==> src/rtl/input_debouncer_pkg.sv <==
// Shared defaults, per-channel output bundle and width helpers for the input debouncer.
// Board channel map: bits [3:0] are BTN, bits [7:4] are SW.
package input_debouncer_pkg;

    localparam int DEF_WIDTH  = 8;
    localparam int DEF_DIV    = 250000;
    localparam int DEF_STABLE = 3;

    typedef struct packed {
        logic level;
        logic rise;
        logic fall;
        logic sticky;
    } ch_out_t;

    function automatic int cnt_width(input int stable);
        return $clog2(stable + 1);
    endfunction

    function automatic int presc_width(input int div);
        return (div > 1) ? $clog2(div) : 1;
    endfunction

endpackage

==> src/rtl/input_debouncer_if.sv <==
// Raw board inputs in, debounced level/edges/sticky out.
// Free-running level signals; no handshake or backpressure.
interface input_debouncer_if
    import input_debouncer_pkg::*;
#(
    parameter int WIDTH = DEF_WIDTH
);
    logic [WIDTH-1:0] din;
    logic [WIDTH-1:0] clr;
    logic [WIDTH-1:0] level;
    logic [WIDTH-1:0] rise;
    logic [WIDTH-1:0] fall;
    logic [WIDTH-1:0] sticky;
    logic             tick;

    modport master (
        output din, clr,
        input  level, rise, fall, sticky, tick
    );

    modport slave (
        input  din, clr,
        output level, rise, fall, sticky, tick
    );
endinterface

==> src/rtl/input_debouncer_ch.sv <==
// One channel: 2-flop synchroniser, tick-gated stability counter, level, edge pulses, sticky rise.
// Latency: 2 clk sync + STABLE ticks to level; no backpressure.
module input_debouncer_ch
    import input_debouncer_pkg::*;
#(
    parameter int STABLE = DEF_STABLE
) (
    input  logic    clk,
    input  logic    reset,
    input  logic    tick,
    input  logic    din,
    input  logic    clr,
    output ch_out_t q
);

    localparam int CW = cnt_width(STABLE);

    logic          s1_q, s1_d;
    logic          s2_q, s2_d;
    logic [CW-1:0] cnt_q, cnt_d;
    logic          level_q, level_d;
    logic          rise_q, rise_d;
    logic          fall_q, fall_d;
    logic          sticky_q, sticky_d;

    always_comb begin
        s1_d     = din;
        s2_d     = s1_q;
        cnt_d    = cnt_q;
        level_d  = level_q;
        rise_d   = 1'b0;
        fall_d   = 1'b0;
        if (tick) begin
            if (s2_q == level_q) begin
                cnt_d = '0;
            end else if (cnt_q == CW'(STABLE - 1)) begin
                level_d = s2_q;
                cnt_d   = '0;
                rise_d  = s2_q;
                fall_d  = ~s2_q;
            end else begin
                cnt_d = cnt_q + CW'(1);
            end
        end
        // A rise landing on the same edge as a clear must survive.
        sticky_d = sticky_q;
        if (clr)    sticky_d = 1'b0;
        if (rise_d) sticky_d = 1'b1;
    end

    always_ff @(posedge clk) begin
        if (reset) begin
            s1_q     <= 1'b0;
            s2_q     <= 1'b0;
            cnt_q    <= '0;
            level_q  <= 1'b0;
            rise_q   <= 1'b0;
            fall_q   <= 1'b0;
            sticky_q <= 1'b0;
        end else begin
            s1_q     <= s1_d;
            s2_q     <= s2_d;
            cnt_q    <= cnt_d;
            level_q  <= level_d;
            rise_q   <= rise_d;
            fall_q   <= fall_d;
            sticky_q <= sticky_d;
        end
    end

    assign q = '{level: level_q, rise: rise_q, fall: fall_q, sticky: sticky_q};

endmodule

==> src/rtl/input_debouncer.sv <==
// Shared sample-tick prescaler feeding WIDTH independent debounce channels.
// Latency: 2 + (STABLE-1)*DIV + 1 .. 2 + STABLE*DIV clk input to level; no backpressure.
module input_debouncer
    import input_debouncer_pkg::*;
#(
    parameter int WIDTH  = DEF_WIDTH,
    parameter int DIV    = DEF_DIV,
    parameter int STABLE = DEF_STABLE
) (
    input  logic              clk,
    input  logic              reset,
    input_debouncer_if.slave  io
);

    localparam int PW = presc_width(DIV);

    logic [PW-1:0] presc_q, presc_d;
    logic          tick;

    logic [WIDTH-1:0] level_w;
    logic [WIDTH-1:0] rise_w;
    logic [WIDTH-1:0] fall_w;
    logic [WIDTH-1:0] sticky_w;

    // Wraps straight from DIV-1 to 0 so ticks are exactly DIV clk apart.
    assign tick = (presc_q == PW'(DIV - 1));

    always_comb begin
        presc_d = presc_q + PW'(1);
        if (tick) presc_d = '0;
    end

    always_ff @(posedge clk) begin
        if (reset) presc_q <= '0;
        else       presc_q <= presc_d;
    end

    for (genvar i = 0; i < WIDTH; i++) begin : g_ch
        ch_out_t ch_o;

        input_debouncer_ch #(
            .STABLE (STABLE)
        ) u_ch (
            .clk   (clk),
            .reset (reset),
            .tick  (tick),
            .din   (io.din[i]),
            .clr   (io.clr[i]),
            .q     (ch_o)
        );

        assign level_w[i]  = ch_o.level;
        assign rise_w[i]   = ch_o.rise;
        assign fall_w[i]   = ch_o.fall;
        assign sticky_w[i] = ch_o.sticky;
    end

    assign io.level  = level_w;
    assign io.rise   = rise_w;
    assign io.fall   = fall_w;
    assign io.sticky = sticky_w;
    assign io.tick   = tick;

endmodule

==> src/flat_wrapper.sv <==
// flat-port wrapper written by rule: the top's interface ports become plain ports
module input_debouncer_flat import input_debouncer_pkg::*;
#(
    parameter int WIDTH  = DEF_WIDTH,
    parameter int DIV    = DEF_DIV,
    parameter int STABLE = DEF_STABLE
)
  (clk, reset, io_din, io_clr, io_level, io_rise, io_fall, io_sticky, io_tick);
  input_debouncer_if #(.WIDTH(WIDTH)) io_i ();
  input  logic clk;
  input  logic reset;
  input wire logic [$bits(io_i.din)-1:0] io_din;
  input wire logic [$bits(io_i.clr)-1:0] io_clr;
  output wire logic [$bits(io_i.level)-1:0] io_level;
  output wire logic [$bits(io_i.rise)-1:0] io_rise;
  output wire logic [$bits(io_i.fall)-1:0] io_fall;
  output wire logic [$bits(io_i.sticky)-1:0] io_sticky;
  output wire logic [$bits(io_i.tick)-1:0] io_tick;
  assign io_i.din = io_din;
  assign io_i.clr = io_clr;
  assign io_level = io_i.level;
  assign io_rise = io_i.rise;
  assign io_fall = io_i.fall;
  assign io_sticky = io_i.sticky;
  assign io_tick = io_i.tick;
  input_debouncer #(.WIDTH(WIDTH), .DIV(DIV), .STABLE(STABLE)) u_core (.clk(clk), .reset(reset), .io(io_i));
endmodule
==> config.mk <==
export PLATFORM = sky130hd
export DESIGN_NAME = input_debouncer_flat
export DESIGN_NICKNAME = d
export VERILOG_FILES = /design/src/rtl/input_debouncer_pkg.sv /design/src/rtl/input_debouncer_if.sv /design/src/rtl/input_debouncer_ch.sv /design/src/rtl/input_debouncer.sv /design/src/flat_wrapper.sv
export SDC_FILE = /design/constraint.sdc
export NUM_CORES = 1
export LEC_CHECK = 0
export CAP_MARGIN = 20
export CORE_MARGIN = 2
export CORE_UTILIZATION = 42
export DETAILED_ROUTE_END_ITERATION = 10
export MAX_ROUTING_LAYER = met4
export PLACE_DENSITY = 0.75
export SETUP_SLACK_MARGIN = 0.02
export SLEW_MARGIN = 20
export SYNTH_ARGS = -nofsm -noshare
export SYNTH_HDL_FRONTEND = slang
export SYNTH_SLANG_ARGS = --single-unit
==> constraint.sdc <==
create_clock -name clk -period 2.9 [get_ports clk]
set_input_delay 0.58 -clock clk [delete_from_list [all_inputs] [get_ports clk]]
set_output_delay 0.58 -clock clk [all_outputs]
set_load 0.005 [all_outputs]
==> results of run 1 <==
[power by group through the flow]
| stage | clock, uW | combinational (uW) | sequential [uW] |
|---|---|---|---|
| finish | 875 | 59.5 | 1150 |
| global route | 943 | 65.3 | 1150 |
| CTS | 891 | 59.9 | 1150 |
| detailed placement | 0 | 59.5 | 1180 |
| global placement | 0 | 58.7 | 1170 |
| floorplan | 0 | 32.5 | 1170 |
[final cells by class]
class                      count  area, um2
inverter                       6       22.5
sequential                    82       1640
tap                          105        131
clock inverter                 6       72.6
timing repair buffer          57        548
fill                         738       4120
clock buffer                  10        138
multi-input combinational    240       1500
[sequential cells by signal (all words and copies together) (netlist names)]
name,cells
u_core.presc_q,18
u_core.g_ch.u_ch.cnt_q,16
u_core.g_ch.u_ch.fall_q,8
u_core.g_ch.u_ch.level_q,8
u_core.g_ch.u_ch.rise_q,8
u_core.g_ch.u_ch.s1_q,8
u_core.g_ch.u_ch.s2_q,8
u_core.g_ch.u_ch.sticky_q,8
[Yosys cell counts, types with 2 or more instances]
cell type	instances
nand2_1	4
a21oi_1	33
xor2_1	3
nor3_1	6
nand3_1	8
nand2b_1	7
buf_4	32
nor2_1	35
nor4b_4	2
nor4_1	4
buf_2	10
inv_1	6
nand3b_1	8
dfxtp_1	82
nor2b_1	24
or3_1	9
and4bb_2	5
nand4_1	27
nor4bb_1	2
and2_1	2
and3_1	2
clkbuf_1	12
xnor2_1	19
nand4b_1	7
o21ai_0	24
[metal layers]
metal	part of all wire (%)	routed length, um	global-route usage, %	vias to the layer above
li1	-	-	-	1331
met1	47	3240	20.2	1258
met2	45	3100	25.0	72
met3	4.4	303	3.79	19
met4	2.9	199	9.52	0
met5	0	0	-	-
[per-stage QoR]
stage,worst slack [ps],utilization [%],total power [uW],cells,hold WS (ps)
3_3_place_gp,740,47.0,1230,490,419
5_1_grt,269,49.6,2160,506,455
3_5_place_dp,684,47.0,1230,490,425
4_1_cts,320,49.6,2100,506,447
2_1_floorplan,1160,-,1210,383,414
6_report,364,49.6,2080,506,443
[worst min-delay path by stage]
stage	depth (start not counted)	end	slack [ps]	from
2_1_floorplan	1	u_core.g_ch[0].u_ch.s2_q$_SDFF_PP0_	410	u_core.g_ch[0].u_ch.s1_q$_SDFF_PP0_
3_5_place_dp	1	u_core.g_ch[6].u_ch.s2_q$_SDFF_PP0_	430	u_core.g_ch[6].u_ch.s1_q$_SDFF_PP0_
6_report	1	u_core.g_ch[6].u_ch.s2_q$_SDFF_PP0_	440	u_core.g_ch[6].u_ch.s1_q$_SDFF_PP0_
4_1_cts	1	u_core.g_ch[1].u_ch.s2_q$_SDFF_PP0_	450	u_core.g_ch[1].u_ch.s1_q$_SDFF_PP0_
3_3_place_gp	1	u_core.g_ch[1].u_ch.s2_q$_SDFF_PP0_	420	u_core.g_ch[1].u_ch.s1_q$_SDFF_PP0_
5_1_grt	1	u_core.g_ch[1].u_ch.s2_q$_SDFF_PP0_	450	u_core.g_ch[1].u_ch.s1_q$_SDFF_PP0_
[cell families (layout without fill, tap and decap cells)]
family	Yosys count	in the layout	synth area share, %
compound gates	60	60	8.80
xor+xnor	22	22	5.49
buf+inv	61	79	10.5
fa+ha+maj	1	1	0.356
simple gates	157	157	28.1
flops	82	82	46.7
==> results.toml, run 1 <==
[detailed_routing]
avgRoutedWirePerCell_um = 13.5
via_per_inst = 5.30
drcViolationCount = 0
drt_first_iter_violations = 170
wl_mm = 6.84
dr.pass1.iters = 4
detail-route-antenna-nets = 0
vias = 2680

[logic_synthesis]
synth-main-ff-cell = "dfxtp_1"
synth-warning-count = 0
yosys.area.top_type = "dfxtp_1"
synth_cell_types = 35
synth-edff-count = 0
netlist_instances = 383
ys_top_cells_by_area = "dfxtp_1, buf_4, nand4_1"
synth_top_cell_area_share_pct = 46.7
ys_seq_elements = 82
yosysSeqAreaShare_pct = 46.7
avgSynthCellArea_um2 = 9.17
synth_area_mm2 = 0.00351
async_flop_share_pct = 0
syn-num-nets = 402

[worst_setup_path]
cp_top_family = "simple AND/OR/NAND/NOR gates"
slowest_delay_ps = 510
criticalPathCategory = "flip-flop to primary output"
endpoint_kind = "primary output"
crit_chain = "nor4b_4, nand4_2, nor2_1, clkdlybuf4s50_1"
reg2reg_depth = 5
crit_end = "io_tick"
r2r-start = "u_core.presc_q[15]$_SDFF_PP0_"
rrSetupSlack_ps = 670
crit_required_ps = 2320
startpoint_type = "flip-flop"
cp_max_fo = 6
slowest_stage = "clkdlybuf4s50_1"
reg2reg_to = "u_core.g_ch[1].u_ch.fall_q$_SDFF_PP0_"
startpoint = "u_core.presc_q[7]$_SDFF_PP0_"
arrival_ps = 1960
cp.depth = 4
path_buf_inv = 1

[power]
p_per_area_mw_per_mm2 = 514
sequentialPowerShare_pct = 55.2
ir_drop_uv = 201
internal-power_uw = 1600
combPwrFrac_pct = 2.9
power_leakage_uw = 0.00129
p_clk_share_pct = 42.0
p_sw_uw = 478
switching_share_pct = 23.0

[floorplanning]
die_w_um = 95.4
num_rows = 33
die_h_um = 95.4
die_area_mm2 = 0.00911
core_mm2 = 0.00818
initial_core_util_pct = 43.0
io_pins = 51

[timing]
tns_ps = 0
rsz0062_at_grt = "no"
period_needed_ps = 2540
finalSetupViolations = 0
finClkSkew_ps = 11.2
hold_viol = 0
max_freq_mhz = 394
worst_pin_slew_ps = 658
max_slew_margin_pct = 56.1
min_period_over_period_pct = 87.5
slew_viol_final = 0

[cts]
ctsHoldBuffers = 0
numCtsBuffers = 9
cts_resized = 0
clock_latency_ps = 370
h-tree-depth = 3
clock-sinks = 82
clk_path_buf_depth = 2
path_clk_slew_ps = 90
cts_root_buf = "clkbuf_8"
cts_tree = "yes"
postCtsSetupRepairBufs = 0

[global_routing]
grt_use_total_pct = 16.5
grt_max_degree = 52
antenna_found_initial = 0
grt_pass1_vias = 2470
grt_pass1_wl_mm = 11.3
overflow = 0

[job]
cap_violations = 0

[placed_design]
numPortBuffers = 50
placed_area_mm2 = 0.00384
hpwl_mm = 4.43
gp_congestion = 0.769

[layout]
final_layout_size_suffix_gt1_share_pct = 8.48
antenna_cells = 0
fin_nets = 415
mostFrequentLayoutCells = "dfxtp_1, clkdlybuf4s50_1, nor2_1"
area_growth_pct = 15.5
fin_area_mm2 = 0.00406
final_common_cell = "dfxtp_1"

[worst_hold_path]
min-delay-path-class = "flip-flop to flip-flop"

[run_status]
status = "complete, no violations"
Note: power is estimated with default switching activity, not from simulation.
==> run 2, diff against run 1 <==
--- a/config.mk
+++ b/config.mk
@@ -12,7 +12,6 @@
 export MAX_ROUTING_LAYER = met4
 export PLACE_DENSITY = 0.75
 export SETUP_SLACK_MARGIN = 0.02
-export SLEW_MARGIN = 20
 export SYNTH_ARGS = -nofsm -noshare
 export SYNTH_HDL_FRONTEND = slang
 export SYNTH_SLANG_ARGS = --single-unit
==> results of run 2 <==
No change in the layout: final DEF, timing and power equal those of run 1.
